### src/rtl/bip_control_unit.sv
// Control unit for the BIP accumulator processor: program counter, instruction decode and run-state FSM.
// Optional branch instructions (JMP/BEQ/BNE) are compiled in with `define BIP_BRANCH_EN.
module bip_control_unit #(
    parameter int AB = 11,
    parameter int CW = 16
) (
    input  logic          clk,
    input  logic          rst_n,
    input  logic          start_bip,
    input  logic [4:0]    OpCode,
    input  logic [AB-1:0] Operand,
    input  logic          acc_zero,
    output logic [AB-1:0] Addr,
    output logic [1:0]    SelA,
    output logic          SelB,
    output logic          WrAcc,
    output logic          Op,
    output logic          WrRam,
    output logic          RdRam,
    output logic          wr_uart,
    output logic          busy,
    output logic [CW-1:0] instr_count,
    output logic [1:0]    state_dbg
);

    typedef enum logic [1:0] {
        ST_IDLE   = 2'd0,
        ST_RUN    = 2'd1,
        ST_DONE   = 2'd2,
        ST_HALTED = 2'd3
    } state_t;

    localparam logic [4:0] OP_HLT  = 5'b00000;
    localparam logic [4:0] OP_STO  = 5'b00001;
    localparam logic [4:0] OP_LD   = 5'b00010;
    localparam logic [4:0] OP_LDI  = 5'b00011;
    localparam logic [4:0] OP_ADD  = 5'b00100;
    localparam logic [4:0] OP_ADDI = 5'b00101;
    localparam logic [4:0] OP_SUB  = 5'b00110;
    localparam logic [4:0] OP_SUBI = 5'b00111;
`ifdef BIP_BRANCH_EN
    localparam logic [4:0] OP_JMP  = 5'b01000;
    localparam logic [4:0] OP_BEQ  = 5'b01001;
    localparam logic [4:0] OP_BNE  = 5'b01010;
`endif

    state_t        state_q;
    state_t        state_d;
    logic [AB-1:0] addr_d;
    logic [AB-1:0] addr_inc;
    logic [CW-1:0] count_d;
    logic [CW-1:0] count_sat;

`ifndef BIP_BRANCH_EN
    logic unused_branch_inputs;
    assign unused_branch_inputs = ^{acc_zero, Operand};
`endif

    // Program counter wraps naturally at 2^AB; the counter sticks at its all-ones value.
    assign addr_inc  = Addr + 1'b1;
    assign count_sat = (&instr_count) ? instr_count : instr_count + 1'b1;

    always_ff @(posedge clk or negedge rst_n) begin
        if (!rst_n) begin
            state_q     <= ST_IDLE;
            Addr        <= '0;
            instr_count <= '0;
        end else begin
            state_q     <= state_d;
            Addr        <= addr_d;
            instr_count <= count_d;
        end
    end

    always_comb begin
        state_d = state_q;
        addr_d  = Addr;
        count_d = instr_count;
        SelA    = 2'b00;
        SelB    = 1'b0;
        WrAcc   = 1'b0;
        Op      = 1'b0;
        WrRam   = 1'b0;
        RdRam   = 1'b0;

        case (state_q)
            ST_IDLE, ST_HALTED: begin
                if (start_bip) begin
                    state_d = ST_RUN;
                    addr_d  = '0;
                    count_d = '0;
                end
            end
            ST_RUN: begin
                count_d = count_sat;
                addr_d  = addr_inc;
                case (OpCode)
                    OP_HLT: begin
                        addr_d  = Addr;
                        state_d = ST_DONE;
                    end
                    OP_STO: WrRam = 1'b1;
                    OP_LD: begin
                        WrAcc = 1'b1;
                        RdRam = 1'b1;
                    end
                    OP_LDI: begin
                        WrAcc = 1'b1;
                        SelA  = 2'b01;
                    end
                    OP_ADD, OP_SUB: begin
                        WrAcc = 1'b1;
                        RdRam = 1'b1;
                        SelA  = 2'b10;
                        Op    = OpCode[1];
                    end
                    OP_ADDI, OP_SUBI: begin
                        WrAcc = 1'b1;
                        SelA  = 2'b10;
                        SelB  = 1'b1;
                        Op    = OpCode[1];
                    end
`ifdef BIP_BRANCH_EN
                    OP_JMP: addr_d = Operand;
                    OP_BEQ: if (acc_zero) addr_d = Operand;
                    OP_BNE: if (!acc_zero) addr_d = Operand;
`endif
                    default: ;
                endcase
            end
            ST_DONE: state_d = ST_HALTED;
            default: state_d = ST_IDLE;
        endcase
    end

    assign wr_uart   = (state_q == ST_DONE);
    assign busy      = (state_q == ST_RUN);
    assign state_dbg = state_q;

endmodule

### config.mk
export PLATFORM = sky130hd
export DESIGN_NAME = bip_control_unit
export DESIGN_NICKNAME = d
export VERILOG_FILES = /design/src/rtl/bip_control_unit.sv
export SDC_FILE = /design/constraint.sdc
export NUM_CORES = 1
export LEC_CHECK = 0
export ABC_CLOCK_PERIOD_IN_PS = 2400
export BUFFER_PORTS_ARGS = -buffer_cell sky130_fd_sc_hd__buf_2
export CELL_PAD_IN_SITES_DETAIL_PLACEMENT = 1
export CELL_PAD_IN_SITES_GLOBAL_PLACEMENT = 2
export CORE_ASPECT_RATIO = 1.2
export CORE_MARGIN = 10
export CORE_UTILIZATION = 30
export DETAILED_ROUTE_END_ITERATION = 16
export PLACE_DENSITY_LB_ADDON = 0.2
export SKIP_CTS_REPAIR_TIMING = 1
export SLEW_MARGIN = 20
export SYNTH_ARGS = -nofsm -noshare
export SYNTH_HDL_FRONTEND = slang
export SYNTH_SLANG_ARGS = --single-unit
### constraint.sdc
create_clock -name clk -period 2.4 [get_ports clk]
set_input_delay 0.24 -clock clk [delete_from_list [all_inputs] [get_ports clk]]
set_output_delay 0.24 -clock clk [all_outputs]
set_load 0.05 [all_outputs]
== Word level (Yosys, flattened, before mapping) ==
Index checks and enable logic that the tools add are counted.

* Flip-flop bits (word level): 29
* Bits of input ports: 20

* Mux-type cells: 21
* Reductions and logical operators: 12
* Equal/unequal tests: 14
* Add/sub/neg operators: 2

{| class="wikitable"
|+ Operator list
! operator !! number
|-
| $mux 16 || 2
|-
| $pmux 16 s2 || 1
|-
| $mux 11 || 2
|-
| $pmux 11 s2 || 1
|-
| $eq 5x3->1 const B || 4
|-
| $add 16x1->16 const B || 1
|-
| $reduce_and 16->1 || 1
|-
| $add 11x1->11 const B || 1
|-
| $eq 5x2->1 const B || 2
|-
| $mux 1 || 10
|-
| $mux 2 || 3
|-
| $ne 2x2->1 const B || 3
|-
| $pmux 2 s3 || 1
|-
| $reduce_and 3->1 || 2
|-
| $reduce_or 6->1 || 1
|-
| $eq 5x1->1 const B || 1
|-
| $logic_not 5->1 || 1
|-
| $eq 2x2->1 const B || 2
|-
| $pmux 2 s2 || 1
|-
| $reduce_or 2->1 || 2
|-
| $reduce_or 4->1 || 1
|-
| $reduce_or 3->1 || 1
|-
| $eq 2x1->1 const B || 1
|-
| $logic_not 2->1 || 1
|-
| other kinds (3) || 3
|}

== Depth between registers and ports, before layout ==
* Depth in word-level cells: 4
* Gate-level depth with buffers: 7

== Worst setup path after synthesis ==
OpenSTA, ideal clock, no wires.

* Path kind: reg2out
* From: reg state_q[0], in the netlist state_dbg[0]
* To: out SelA[0]
* Stages on the path, launching flop included: 6
* Arrival: 3.151 ns
* Path buffers: 2
* Slack: -0.991 ns
* Path through: dfrtp_1 ha_1 clkbuf_1 clkbuf_1 nand3_1 nor3b_1

* Cells in the longest elaborated chain, start to end: 2

{| class="wikitable"
|+ Ends and longest elaborated chain
! element !! RTL line !! text
|-
| from (decl) || 47 || <nowiki>state_t state_q;</nowiki>
|-
| from (signal assigned) || 69 || <nowiki>state_q <= state_d;</nowiki>
|-
| $eq 2x1->1 || - ||
|-
| via busy || 21 || <nowiki>output logic busy,</nowiki>
|-
| $mux 2 || 86 || <nowiki>case (state_q)</nowiki>
|-
| to (decl) || 14 || <nowiki>output logic [1:0] SelA,</nowiki>
|}

The timed path passes the listed nets, and every way through them passes these cells.

== Worst setup path in the final report ==
* From: reg state_q[1], in the netlist state_dbg[1]
* To: out SelA[0]

* Cells in the longest elaborated chain, start to end: 2

{| class="wikitable"
|+ Ends and longest elaborated chain
! element !! RTL line
|-
| $eq 2x1->1 || 86
|-
| $mux 2 || 86
|}

No other way between the ends.

==> tab_implementation.tex <==
\begin{tabular}{lr}
\hline
Metric & Value \\
\hline
\multicolumn{2}{l}{\textbf{Pwr}} \\
\quad Total power divided by cell area & 1050 mW/mm² \\
\quad Clk network pwr share & 0.186 \\
\quad Proportion of total power due to net switching & 0.494 \\
\quad P\_int & $\sim$1.2 mW \\
\quad Share of total power in sequential cells & 0.274 \\
\quad Post-layout total power & 2.43 mW \\
\quad Power share of the combinational group & 0.539 \\
\quad Max IR drop VDD & 663 µV \\
\quad Leak Pwr & 1.10 nW \\
\quad Net switching power of the design & 1.20 mW \\
\multicolumn{2}{l}{\textbf{Floorplanning}} \\
\quad Die Outline Area & 0.00951 mm² \\
\quad Number of top-level design ports & 58 \\
\quad Std-Cell Rows & 30 \\
\quad Initial Utilization & 0.314 \\
\quad Horizontal extent of the die & approximately 91 µm \\
\quad Placeable core region & 0.00574 mm² \\
\quad Die height & about 100 µm \\
\multicolumn{2}{l}{\textbf{Clock tree}} \\
\quad Number of buffers on the longest clock path & 2 \\
\quad Number of clock sinks & 29 \\
\quad CTS tree & yes \\
\quad Clk slew on worst S/H paths & 0.07 ns \\
\quad Insertion delay to the later sink of the worst-skew pair & 0.28 ns \\
\quad CTS H-Tree Depth & 2 \\
\quad Root buffer cell & clkbuf\_8 \\
\quad CTS Buf Count & 5 \\
\multicolumn{2}{l}{\textbf{Yosys}} \\
\quad Post-synthesis register bit count & 29 \\
\quad Prevailing post-synth register cell & dfrtp\_1 \\
\quad Syn Nets & 217 \\
\quad Most frequent cell after synthesis & dfrtp\_1 \\
\quad Number of distinct library cells after synthesis & 43 \\
\quad Avg Inst Size Synth & 9.38 µm² \\
\quad Post-synthesis async set-or-reset flop share & 1.00 \\
\quad Total number of yosys warnings & 0 \\
\quad Post-synthesis instance area & 0.00180 mm² \\
\quad Post-synth EDFFs & 0 \\
\quad Share of Yosys cell area claimed by the top area cell type & 0.403 \\
\quad Post-Synthesis Cells & 192 \\
\quad Proportion of synthesized chip area in sequential cells & 0.403 \\
\quad Most numerous cell types in the synthesized netlist & 29 x dfrtp\_1, 14 x o21ai\_0, 13 x nand2\_1 \\
\quad Dominant cell type by area after synthesis & dfrtp\_1 \\
\quad Biggest area contributors in the synthesized netlist & dfrtp\_1 40\%, mux2i\_1 4.4\%, o21ai\_0 3.9\% \\
\multicolumn{2}{l}{\textbf{Route}} \\
\quad Routed Wire Length & 5.55 mm \\
\quad Number of DRC markers in iteration 0 & 54 \\
\quad Total via count after detailed routing & 1,753 \\
\quad Number of iterations in the first detailed-routing pass & 4 \\
\quad Detailed-route wire length per cell & 17.0 µm \\
\quad Post-detailed-route count of antenna-violating nets & 0 \\
\quad Number of remaining DRC errors & 0 \\
\quad Via-to-Cell Ratio & about 5.4 \\
\multicolumn{2}{l}{\textbf{Timing}} \\
\quad Count of final max-slew check failures & 0 \\
\quad Worst slew margin relative to its limit & 0.541 \\
\quad Highest achievable clock rate & 473 MHz \\
\quad Final number of setup-violating endpoints & 0 \\
\quad Ratio of final minimum period to clock period & 0.881 \\
\quad Setup repair after global routing missed its margin & false \\
\quad Final critical-path required period & 2.12 ns \\
\quad Pin slew with the least headroom to its limit & 0.688 ns \\
\quad Final number of hold-violating endpoints & 0 \\
\quad Worst hold slack across all endpoints & around 0.00051 ns \\
\quad Min setup slack post-route & 0.285 ns \\
\quad Clock Skew & 0.00568 ns \\
\quad Sum of negative setup slack & 0 ns \\
\multicolumn{2}{l}{\textbf{Global routing}} \\
\quad Total Routing Usage GR & 0.120 \\
\quad Antenna violations before repair & 0 \\
\quad Maximum number of pins on one net before global-route repair & 30 \\
\quad Remaining global-route overflow & 0 \\
\quad Wire length of the first global-routing pass & 9.63 mm \\
\quad Via count of the first global-routing pass & 1,854 \\
\multicolumn{2}{l}{\textbf{Setup path}} \\
\quad Critical-path top delay cell & dfrtp\_2 \\
\quad Critical setup path kind & reg2out \\
\quad Worst setup EP type & primary output \\
\quad Critical-path cell list & inv\_1 -> ha\_4 -> nand3\_1 -> nor3b\_4 -> buf\_2 \\
\quad Critical path buffers and inverters & 2 \\
\quad Top delay family on crit path & simple AND/OR/NAND/NOR gates \\
\quad CP Data Required Time & 2.16 ns \\
\quad Kind of launch point of the worst setup path & register \\
\quad Max stage delay on crit path & 0.41 ns \\
\quad Largest fanout of any net on the critical path & 24 \\
\quad Arrival time of data at the critical path endpoint & 1.88 ns \\
\multicolumn{2}{l}{\textbf{Worst hold path}} \\
\quad Type of the most critical hold path & in2async \\
\multicolumn{2}{l}{\textbf{Finish}} \\
\quad Core Util, Final & 0.402 \\
\quad Final Instance Count excl. Fillers & 327 \\
\quad Share of post-route cells with drive strength above 1 & 0.300 \\
\quad Layout Nets & between 200 and 300 \\
\quad Cell area after layout & approximately 0.0023 mm² \\
\quad Area added between synthesis and finish & 28.3\% \\
\quad Count of antenna diodes in the layout & 0 \\
\multicolumn{2}{l}{\textbf{Flow run}} \\
\quad Maxcap violations & 0 \\
\multicolumn{2}{l}{\textbf{Place}} \\
\quad Detailed placement HPWL & 4.07 mm \\
\quad Total instance count after detailed placement & 319 \\
\quad Setup WS pre-CTS & 0.306 ns \\
\quad \# port buffers & 45 \\
\quad DP Area & 0.00221 mm² \\
\quad Weighted congestion at the end of routability-driven global placement & 0.710 \\
\multicolumn{2}{l}{\textbf{Status}} \\
\quad Run status & completed \\
\hline
\end{tabular}
==> cells in the final DEF, fill, tap and decap left out, drive strengths merged, types with 6 or more instances in the layout <==
cell,instances
inv,11
buf,53
nor3,6
mux2i,8
clkbuf,7
nand3,10
nand4,6
and4,6
a21oi,8
o31ai,6
nor2,6
o21ai,14
nand2,13
dfrtp,29
or3,10
and2,7
==> state kept, by name, indices dropped and copies added (netlist names) <==
register and flops:
Addr 11, state_dbg 2, instr_count 16
==> power by group through the flow <==
stage	clock (mW)	combinational, mW	sequential, mW
finish	0.452	1.31	0.666
floorplan	0	0.675	0.910
global placement	0	1.31	0.675
CTS	0.470	1.33	0.669
detailed placement	0	1.33	0.677
global route	0.495	1.44	0.685
==> path summary, 6_finish.rpt <==
check / startpoint / end / slack [ns] / cells past startpoint
hold / removal: rst_n / Addr[2] / 0.0005 / 1
setup reg to reg: instr_count[0] / instr_count[0] / 0.31 / 5
setup / recovery: state_dbg[1] / SelA[0] / 0.28 / 5
max in group asynchronous: rst_n / state_dbg[1] / 1.92 / 1
min in group clk: start_bip / state_dbg[1] / 0.32 / 3
hold reg to reg: Addr[4] / Addr[4] / 0.53 / 1
==> cell type report <==
type / count / area, µm²
inverters: 11 / 41.3
well taps: 80 / 100
clock inverters: 1 / 5.00
fillers: 712 / 3430
flip-flops and latches: 29 / 728
multi-input cells: 146 / 1050
clock buffers: 7 / 96.3
repair buffers: 53 / 285
==> per-layer routing <==
metal | routed length (µm) | track usage | vias up
met1 | 2550 | 0.146 | 873
met4 | 63 | 0.0342 | 0
met2 | 2670 | 0.201 | 41
met3 | 268 | 0.0344 | 5
met5 | 0 | 0 | -
li1 | - | - | 834
==> cells by family after synthesis <==
group | synth area share
AO/OA/AOI/OAI | 0.217
adder cells (fa/ha/maj) | 0.0347
buffers and inverters | 0.0396
flip-flops | 0.403
multiplexers | 0.0591
AND/OR/NAND/NOR | 0.247
No activity file was read; power rests on OpenSTA's default activity.
